`src/rtl/util_rst_seq.sv`:
```
// Multi-stage reset release sequencer: HOLD -> LOCK (filtered) -> RELEASE (ordered, gapped) -> DONE.
// Optional lock watchdog with sticky wdt_timeout enabled by defining UTIL_RST_SEQ_WDT_EN.
module util_rst_seq #(
  parameter int NUM_STAGES  = 4,
  parameter int HOLD_CYCLES = 16,
  parameter int LOCK_FILT   = 4,
  parameter int STAGE_DELAY = 8,
  parameter int CNT_W       = 16,
  parameter int WDT_CYCLES  = 1000
) (
  input  logic                  clk,
  input  logic                  rstn,
  input  logic                  locked_in,
  input  logic                  sw_rst_req,
  output logic [NUM_STAGES-1:0] stage_rstn,
  output logic                  seq_done,
  output logic [1:0]            seq_state
`ifdef UTIL_RST_SEQ_WDT_EN
  ,output logic                 wdt_timeout
`endif
);

  localparam int IDX_W = (NUM_STAGES > 1) ? $clog2(NUM_STAGES) : 1;

  localparam logic [CNT_W-1:0] HOLD_C  = CNT_W'(HOLD_CYCLES);
  localparam logic [CNT_W-1:0] FILT_C  = CNT_W'(LOCK_FILT);
  localparam logic [CNT_W-1:0] DELAY_C = CNT_W'(STAGE_DELAY);
  localparam logic [IDX_W-1:0] LAST_C  = IDX_W'(NUM_STAGES - 1);

  if (NUM_STAGES < 1 || NUM_STAGES > 16 || HOLD_CYCLES < 1 || LOCK_FILT < 1 ||
      STAGE_DELAY < 1 || WDT_CYCLES < 1 || CNT_W < 1 || CNT_W > 31 ||
      (HOLD_CYCLES >> CNT_W) != 0 || (LOCK_FILT >> CNT_W) != 0 ||
      (STAGE_DELAY >> CNT_W) != 0 || (WDT_CYCLES >> CNT_W) != 0) begin : g_bad_param
    $error("util_rst_seq: parameter out of range");
  end

  typedef enum logic [1:0] {
    HOLD    = 2'd0,
    LOCK    = 2'd1,
    RELEASE = 2'd2,
    DONE    = 2'd3
  } state_t;

  state_t                  state, state_nxt;
  logic [CNT_W-1:0]        hold_cnt, hold_nxt;
  logic [CNT_W-1:0]        filt_cnt, filt_nxt;
  logic [CNT_W-1:0]        dly_cnt, dly_nxt;
  logic [IDX_W-1:0]        idx, idx_nxt;
  logic [NUM_STAGES-1:0]   stage_nxt;
  logic                    done_nxt;
  logic                    abort;

`ifdef UTIL_RST_SEQ_WDT_EN
  localparam logic [CNT_W-1:0] WDT_C = CNT_W'(WDT_CYCLES);
  logic [CNT_W-1:0]        wdt_cnt, wdt_nxt;
  logic                    wdt_to_nxt;
`endif

  function automatic logic [CNT_W-1:0] sat_inc(input logic [CNT_W-1:0] v);
    return (v == '1) ? v : v + CNT_W'(1);
  endfunction

  assign seq_state = state;

  always_ff @(posedge clk or negedge rstn) begin
    if (!rstn) begin
      state      <= HOLD;
      hold_cnt   <= '0;
      filt_cnt   <= '0;
      dly_cnt    <= '0;
      idx        <= '0;
      stage_rstn <= '0;
      seq_done   <= 1'b0;
`ifdef UTIL_RST_SEQ_WDT_EN
      wdt_cnt     <= '0;
      wdt_timeout <= 1'b0;
`endif
    end else begin
      state      <= state_nxt;
      hold_cnt   <= hold_nxt;
      filt_cnt   <= filt_nxt;
      dly_cnt    <= dly_nxt;
      idx        <= idx_nxt;
      stage_rstn <= stage_nxt;
      seq_done   <= done_nxt;
`ifdef UTIL_RST_SEQ_WDT_EN
      wdt_cnt     <= wdt_nxt;
      wdt_timeout <= wdt_to_nxt;
`endif
    end
  end

  // Soft reset outranks lock loss; lock loss only aborts once release has begun.
  assign abort = sw_rst_req || (!locked_in && (state == RELEASE || state == DONE));

  always_comb begin
    state_nxt = state;
    hold_nxt  = hold_cnt;
    filt_nxt  = filt_cnt;
    dly_nxt   = dly_cnt;
    idx_nxt   = idx;
    stage_nxt = stage_rstn;
    done_nxt  = seq_done;
`ifdef UTIL_RST_SEQ_WDT_EN
    wdt_nxt    = '0;
    wdt_to_nxt = sw_rst_req ? 1'b0 : wdt_timeout;
`endif

    if (abort) begin
      state_nxt = HOLD;
      hold_nxt  = '0;
      filt_nxt  = '0;
      dly_nxt   = '0;
      idx_nxt   = '0;
      stage_nxt = '0;
      done_nxt  = 1'b0;
    end else begin
      unique case (state)
        HOLD: begin
          hold_nxt = sat_inc(hold_cnt);
          if (hold_nxt == HOLD_C) begin
            state_nxt = LOCK;
            hold_nxt  = '0;
            filt_nxt  = '0;
          end
        end
        LOCK: begin
          filt_nxt = locked_in ? sat_inc(filt_cnt) : '0;
`ifdef UTIL_RST_SEQ_WDT_EN
          wdt_nxt  = sat_inc(wdt_cnt);
`endif
          if (filt_nxt == FILT_C) begin
            state_nxt = RELEASE;
            filt_nxt  = '0;
            dly_nxt   = '0;
            idx_nxt   = '0;
`ifdef UTIL_RST_SEQ_WDT_EN
            wdt_nxt   = '0;
          end else if (wdt_nxt == WDT_C) begin
            state_nxt  = HOLD;
            filt_nxt   = '0;
            hold_nxt   = '0;
            wdt_nxt    = '0;
            wdt_to_nxt = 1'b1;
`endif
          end
        end
        RELEASE: begin
          dly_nxt = sat_inc(dly_cnt);
          if (dly_nxt == DELAY_C) begin
            stage_nxt[idx] = 1'b1;
            dly_nxt        = '0;
            if (idx == LAST_C) begin
              state_nxt = DONE;
              done_nxt  = 1'b1;
            end else begin
              idx_nxt = idx + IDX_W'(1);
            end
          end
        end
        DONE: begin
          stage_nxt = '1;
          done_nxt  = 1'b1;
        end
        default: state_nxt = HOLD;
      endcase
    end
  end

endmodule

```
`config.mk`:
```
export PLATFORM = sky130hd
export DESIGN_NAME = util_rst_seq
export DESIGN_NICKNAME = d
export VERILOG_FILES = /design/src/rtl/util_rst_seq.sv
export SDC_FILE = /design/constraint.sdc
export NUM_CORES = 1
export LEC_CHECK = 0
export BUFFER_PORTS_ARGS = -buffer_cell sky130_fd_sc_hd__buf_2
export CORE_ASPECT_RATIO = 0.7
export CORE_MARGIN = 8
export CORE_UTILIZATION = 45
export CTS_BUF_LIST = sky130_fd_sc_hd__clkbuf_4 sky130_fd_sc_hd__clkbuf_8 sky130_fd_sc_hd__clkbuf_16
export CTS_CLUSTER_SIZE = 14
export DETAILED_ROUTE_END_ITERATION = 10
export PLACE_DENSITY_LB_ADDON = 0.1
export SYNTH_ARGS = -nofsm -noshare
export SYNTH_HDL_FRONTEND = slang
export SYNTH_SLANG_ARGS = --single-unit
```
`constraint.sdc`:
```
create_clock -name clk -period 3.8 [get_ports clk]
set_input_delay 0.19 -clock clk [delete_from_list [all_inputs] [get_ports clk]]
set_output_delay 0.19 -clock clk [all_outputs]
set_load 0.01 [all_outputs]
```
Word-level counts from Yosys, hierarchy flattened
Index checks and enable logic that the tools add are counted.
- register bits after elaboration: 57
- bits of input ports: 4
- output and inout bits: 7
- logic and storage cells: 81
- add/subtract/negate cells: 4
- order comparisons: 2
- eq/ne operators: 15
- multiplexer cells: 35
- bitwise gates (word level): 1
- reduce and logical (&&, ||, !) cells: 17
- operator list (cell ; count):
    two-way mux 16 bit ; 13
    case mux 16 bit (2 select lines) ; 2
    adder 16 x 1 -> 16 bit (second input constant) ; 3
    == test 16 bit (second input constant) ; 3
    two-way mux 2 bit ; 9
    == test 16 x 3 -> 1 bit (second input constant) ; 1
    == test 16 x 4 -> 1 bit (second input constant) ; 1
    == test 16 x 5 -> 1 bit (second input constant) ; 1
    != test 3 bit (second input constant) ; 3
    nonzero test 3 bit ; 3
    two-way mux 4 bit ; 2
    case mux 4 bit (2 select lines) ; 1
    == test 2 bit (second input constant) ; 3
    != test 3 x 2 -> 1 bit (second input constant) ; 2
    case mux 2 bit (3 select lines) ; 1
    AND reduction 2 bit ; 3
    AND reduction 5 bit ; 1
    two-way mux 1 bit ; 4
    bitwise OR 4 bit ; 1
    case mux 2 bit (2 select lines) ; 1
    AND reduction 4 bit ; 1
    nonzero test 4 bit ; 1
    less-than comparator 2 x 3 -> 1 bit (second input constant) ; 1
    AND reduction 3 bit ; 1
    10 further kinds ; 12

Longest topological paths before layout
- depth after elaboration: 8
- mapped depth: 13
- gate-level depth less buffers: 9

Worst setup path after synthesis
Ideal clock, no wire load.
- path kind: flip-flop to flip-flop
- start: register filt_cnt[0]
- end: register dly_cnt[1]
- library setup time: 122 ps
- arrival time: 2706 ps
- data required time: 3678 ps
- setup slack: 972 ps
- cell stages (with the launch flop): 13
- buffers on the path: 3
- clock period less this slack: 2828 ps
- path through: dfrtp_1 -> ha_1 -> buf_2 -> nand4_1 -> or4_1 -> buf_2 -> a221oi_2 -> nand4b_1 -> nor4_2 -> a211o_1 -> buf_4 -> nor2b_4 -> a32o_1
- cells in the longest elaborated chain, start to end: 6
- elaborated cells between the ends (all ways): 7
- classes of those cells: add/sub (1); eq/ne (3); mux (2); reduce/logical (1)
- RTL lines (what ; line ; source):
    from (decl) ; 46 ; logic [CNT_W-1:0] filt_cnt, filt_nxt;
    from (signal assigned) ; 81 ; filt_cnt <= filt_nxt;
    adder 16 x 1 -> 16 bit or == test 16 bit (tied branches) ; 60 ; return (v == '1) ? v : v + CNT_W'(1);
    two-way mux 16 bit (*) ; 60 ;
    two-way mux 16 bit (*) ; 128 ; filt_nxt = locked_in ? sat_inc(filt_cnt) : '0;
    == test 16 x 3 -> 1 bit (*) ; 132 ; if (filt_nxt == FILT_C) begin
    != test 3 bit (no line) (*) ; -- ;
    AND reduction 2 bit (no line) (*) ; -- ;
    to (signal assigned) ; 82 ; dly_cnt <= dly_nxt;
    to (decl) ; 47 ; logic [CNT_W-1:0] dly_cnt, dly_nxt;
Mark *: on every way between the ends. The rest lies on a longest branch, timed or not.
A chain may end at the register's enable or synchronous reset.

Worst setup path after layout
- start: register filt_cnt[0]
- end: register dly_cnt[6]
The elaborated chain is that of the path after synthesis.

==> tab_implementation.tex <==
\begin{tabular}{lr}
\hline
Metric & Value \\
\hline
\multicolumn{2}{l}{\textbf{Clock tree}} \\
\quad Clock net sink count & 57 \\
\quad Hold-fix buffers at CTS & 1 \\
\quad Maximum clock insertion buffer count & 2 \\
\quad Buffers inserted by post-CTS timing repair & 0 \\
\quad Worst-Skew Late Latency & 0.33 ns \\
\quad Clock input transition at the sequential cells of the worst setup and hold paths & 0.06 ns \\
\quad Clock tree from TritonCTS & yes \\
\quad H-tree level count & 3 \\
\quad Num CTS Buffers & 9 \\
\quad Post-CTS Resized & 0 \\
\quad Master cell of the clock root buffer & clkbuf\_16 \\
\multicolumn{2}{l}{\textbf{Worst setup path}} \\
\quad Delay of the slowest cell on the worst path & 0.59 ns \\
\quad Worst setup EP type & flop \\
\quad Required time at the worst-slack endpoint & 4.05 ns \\
\quad Buffers and inverters on the worst path & 1 \\
\quad Category of the critical setup timing path & reg2reg \\
\quad Critical-path cell list & ha\_1 > nand4\_1 > o41ai\_1 > a221oi\_2 > nand4b\_1 > nor4\_2 > a211o\_1 > buf\_4 > nand2\_1 > o2bb2ai\_1 \\
\quad Top Family by Delay on Critical Path & compound AO/OA/AOI/OAI gates \\
\quad Startpoint types & flop \\
\quad WP data arrival & 3.66 ns \\
\quad Critical-path top delay cell & o41ai\_1 \\
\quad CP Max Fanout & 14 \\
\multicolumn{2}{l}{\textbf{Power}} \\
\quad Pwr Total & 1523 µW \\
\quad Power density over cell area & 323.2 mW/mm² \\
\quad Highest ir drop seen on vdd & 0.1967 mV \\
\quad Static Leak & 0.001897 µW \\
\multicolumn{2}{l}{\textbf{Layout}} \\
\quad \# diodes & 0 \\
\quad Share of final-layout standard cells stronger than drive strength 1 & 0.1161 \\
\quad Area of combinational cells with multiple inputs & 0.002628 mm² \\
\quad Post-layout net count & 519 \\
\quad Sequential cell area in the final layout & 0.001426 mm² \\
\quad Post-synthesis to final-layout area growth & 8.784\% \\
\quad Fillcell total & 933 \\
\multicolumn{2}{l}{\textbf{Global routing}} \\
\quad GR Util All Layers & 0.1728 \\
\quad Largest net degree at the start of global routing & 32 \\
\quad Wire length of the first global-routing pass & 18580 µm \\
\quad Via count of the first global-routing pass & 3542 \\
\quad GRT Residual Overflow & 0 \\
\quad Number of antenna violations at the first check in global routing & 0 \\
\multicolumn{2}{l}{\textbf{Detailed routing}} \\
\quad Number of remaining DRC errors & 0 \\
\quad Count of routing violations after the opening detailed-route iteration & 459 \\
\quad Number of routed nets with antenna violations & 0 \\
\quad DR WL/cell & 17.29 µm \\
\quad Wirelength, routed & 11000 µm \\
\quad Via Count & 4023 \\
\quad Detail-routed via count per cell & 6.325 \\
\quad Router iterations before antenna repair & 5 \\
\multicolumn{2}{l}{\textbf{Timing}} \\
\quad Final setup violation count & 0 \\
\quad Post-route minimum period & 3.409 ns \\
\quad Period Utilization, post-route & 0.8971 \\
\quad Slew at the pin closest to its max-slew limit & 0.8015 ns \\
\quad Worst rel slew slack & 0.4607 \\
\quad Hold slack final & 0.2846 ns \\
\quad Setup repair after global routing missed its margin & no \\
\quad Clock skew after layout & 0.009164 ns \\
\quad Final count of hold timing violations & 0 \\
\quad Count of final max-slew check failures & 0 \\
\quad Highest clock rate & 0.2934 GHz \\
\quad Setup total negative slack & 0 ns \\
\multicolumn{2}{l}{\textbf{Yosys}} \\
\quad Synth top area share & 0.3294 \\
\quad Top FF cell, synth & dfrtp\_1 \\
\quad Part of the Yosys area used for sequential elements & 0.3294 \\
\quad Synth Cell Area & 0.004330 mm² \\
\quad Distinct cell type count after synthesis & 70 \\
\quad Largest area contributor in the netlist & dfrtp\_1 \\
\quad Top-count cell post-synth & dfrtp\_1 \\
\quad Average size of a mapped cell & 8.392 µm² \\
\quad Top cells by area in the synthesized netlist & dfrtp\_1 (33\%), a21oi\_1 (4.4\%), nor2\_1 (3.8\%) \\
\quad Synth Warn \# & 0 \\
\quad Synth async-reset ratio & 1.000 \\
\quad Gate Count Post-Synth & 516 \\
\quad Number of enable-type register cells in the synthesized netlist & 0 \\
\quad Number of storage elements in the synthesis netlist & 57 \\
\quad Top cells by count, synth & dfrtp\_1 (57), nor2\_1 (44), a21oi\_1 (38), nand2\_1 (36), o21ai\_0 (26) \\
\quad Synthesized Nets & 532 \\
\multicolumn{2}{l}{\textbf{Die}} \\
\quad Die extent in x & 133.3 µm \\
\quad Core area & 0.009534 mm² \\
\quad Vert. Die Dim & 98.08 µm \\
\quad Top-Level Pins & 11 \\
\quad Die footprint & 0.01307 mm² \\
\quad Starting density of the core & 0.4542 \\
\quad FP Rows & 30 \\
\multicolumn{2}{l}{\textbf{Placed design}} \\
\quad Final estimated routing congestion in global placement & 0.9196 \\
\quad Detail Placement HPWL & 7932 µm \\
\quad Number of buffers inserted by port buffering & 10 \\
\multicolumn{2}{l}{\textbf{Run}} \\
\quad Max capacitance violation total & 0 \\
\multicolumn{2}{l}{\textbf{Hold path}} \\
\quad Min-delay worst type & in2reg \\
\multicolumn{2}{l}{\textbf{Outcome}} \\
\quad Status & finished clean \\
\hline
\end{tabular}
==> power breakdown <==
| group | total [µW] | switching, µW | internal [µW] |
|---|---|---|---|
| sequential | 616 | 4.08 | 611 |
| clock | 844 | 284 | 559 |
| combinational | 63.4 | 44.9 | 18.5 |
| total | 1520 | 333 | 1190 |
==> kinds of logic after synthesis <==
logic type,synth area share
XOR/XNOR,0.02022
multiplexers,0.01676
flip-flops,0.3294
AO/OA/AOI/OAI,0.2676
adder cells (fa/ha/maj),0.03467
buffers and inverters,0.06386
AND/OR/NAND/NOR,0.2676
==> worst min-delay path: cells and delay by family <==
kind / cells / cell delay [ns]
buffers and inverters: 1 / 0.14
AOI/OAI and AO/OA: 1 / 0.09
and+or+nand+nor: 2 / 0.16
==> final timing paths <==
kind	from	to	slack [ns]	depth (start not counted)
min in group asynchronous	rstn	dly_cnt[0]	0.42	2
setup / recovery	filt_cnt[0]	dly_cnt[6]	0.39	10
hold / removal	sw_rst_req	hold_cnt[15]	0.28	4
setup reg to reg	filt_cnt[0]	dly_cnt[6]	0.39	10
max in group asynchronous	rstn	filt_cnt[14]	2.52	3
hold reg to reg	seq_done	seq_done	0.51	2
==> state kept, by name, summed over array words and instances (netlist names) <==
register	count
dly_cnt	16
filt_cnt	16
hold_cnt	16
idx	2
seq_done	1
seq_state	2
stage_rstn	4
==> placed cells by master (no fill, tap or decap), types with 6 or more instances in the layout <==
master     Yosys  routed
nand3_1       13      13
buf_2         20      10
a21oi_1       38      38
o211ai_1      11      11
a31oi_1       12      12
o2bb2ai_1      6       6
and4_1         8       8
or3_1          8       8
o31ai_1       11      11
and3_1        10      10
nor3_1        20      20
o21ai_0       26      26
ha_1          12      12
buf_4          4       6
and2_1         9       9
nand2_1       36      36
nor4_1         8       8
clkbuf_16      0       9
a31o_2         7       7
nor2_1        44      44
inv_1         20      20
nand4_1       16      16
a22o_1        10      10
dfrtp_1       57      57
==> layout make-up <==
cell class,instances,share of cell area
multi-input combinational,398,0.5578
sequential,57,0.3028
clock buffer,12,0.05657
tap,128,0.03400
timing repair buffer,17,0.02231
inverter,20,0.01594
clock inverter,4,0.01062
==> per-stage QoR <==
stage	setup slack (ns)	cells	cell area (µm²)	util
finish	0.3912	636	4711	0.4941
CTS	0.4141	636	4711	0.4941
floorplan	0.9723	516	4330	-
global placement	0.5061	619	4384	0.4598
global route	0.04469	636	4711	0.4941
detailed placement	0.4053	619	4384	0.4598
==> layer usage <==
layer	track usage	vias to the layer above	share of wire
met2	0.2253	144	0.38
li1	-	1923	-
met3	0.04564	15	0.071
met5	0	-	0
met4	0.04643	0	0.012
met1	0.2664	1941	0.53
Power figures use the tool's default switching activity.
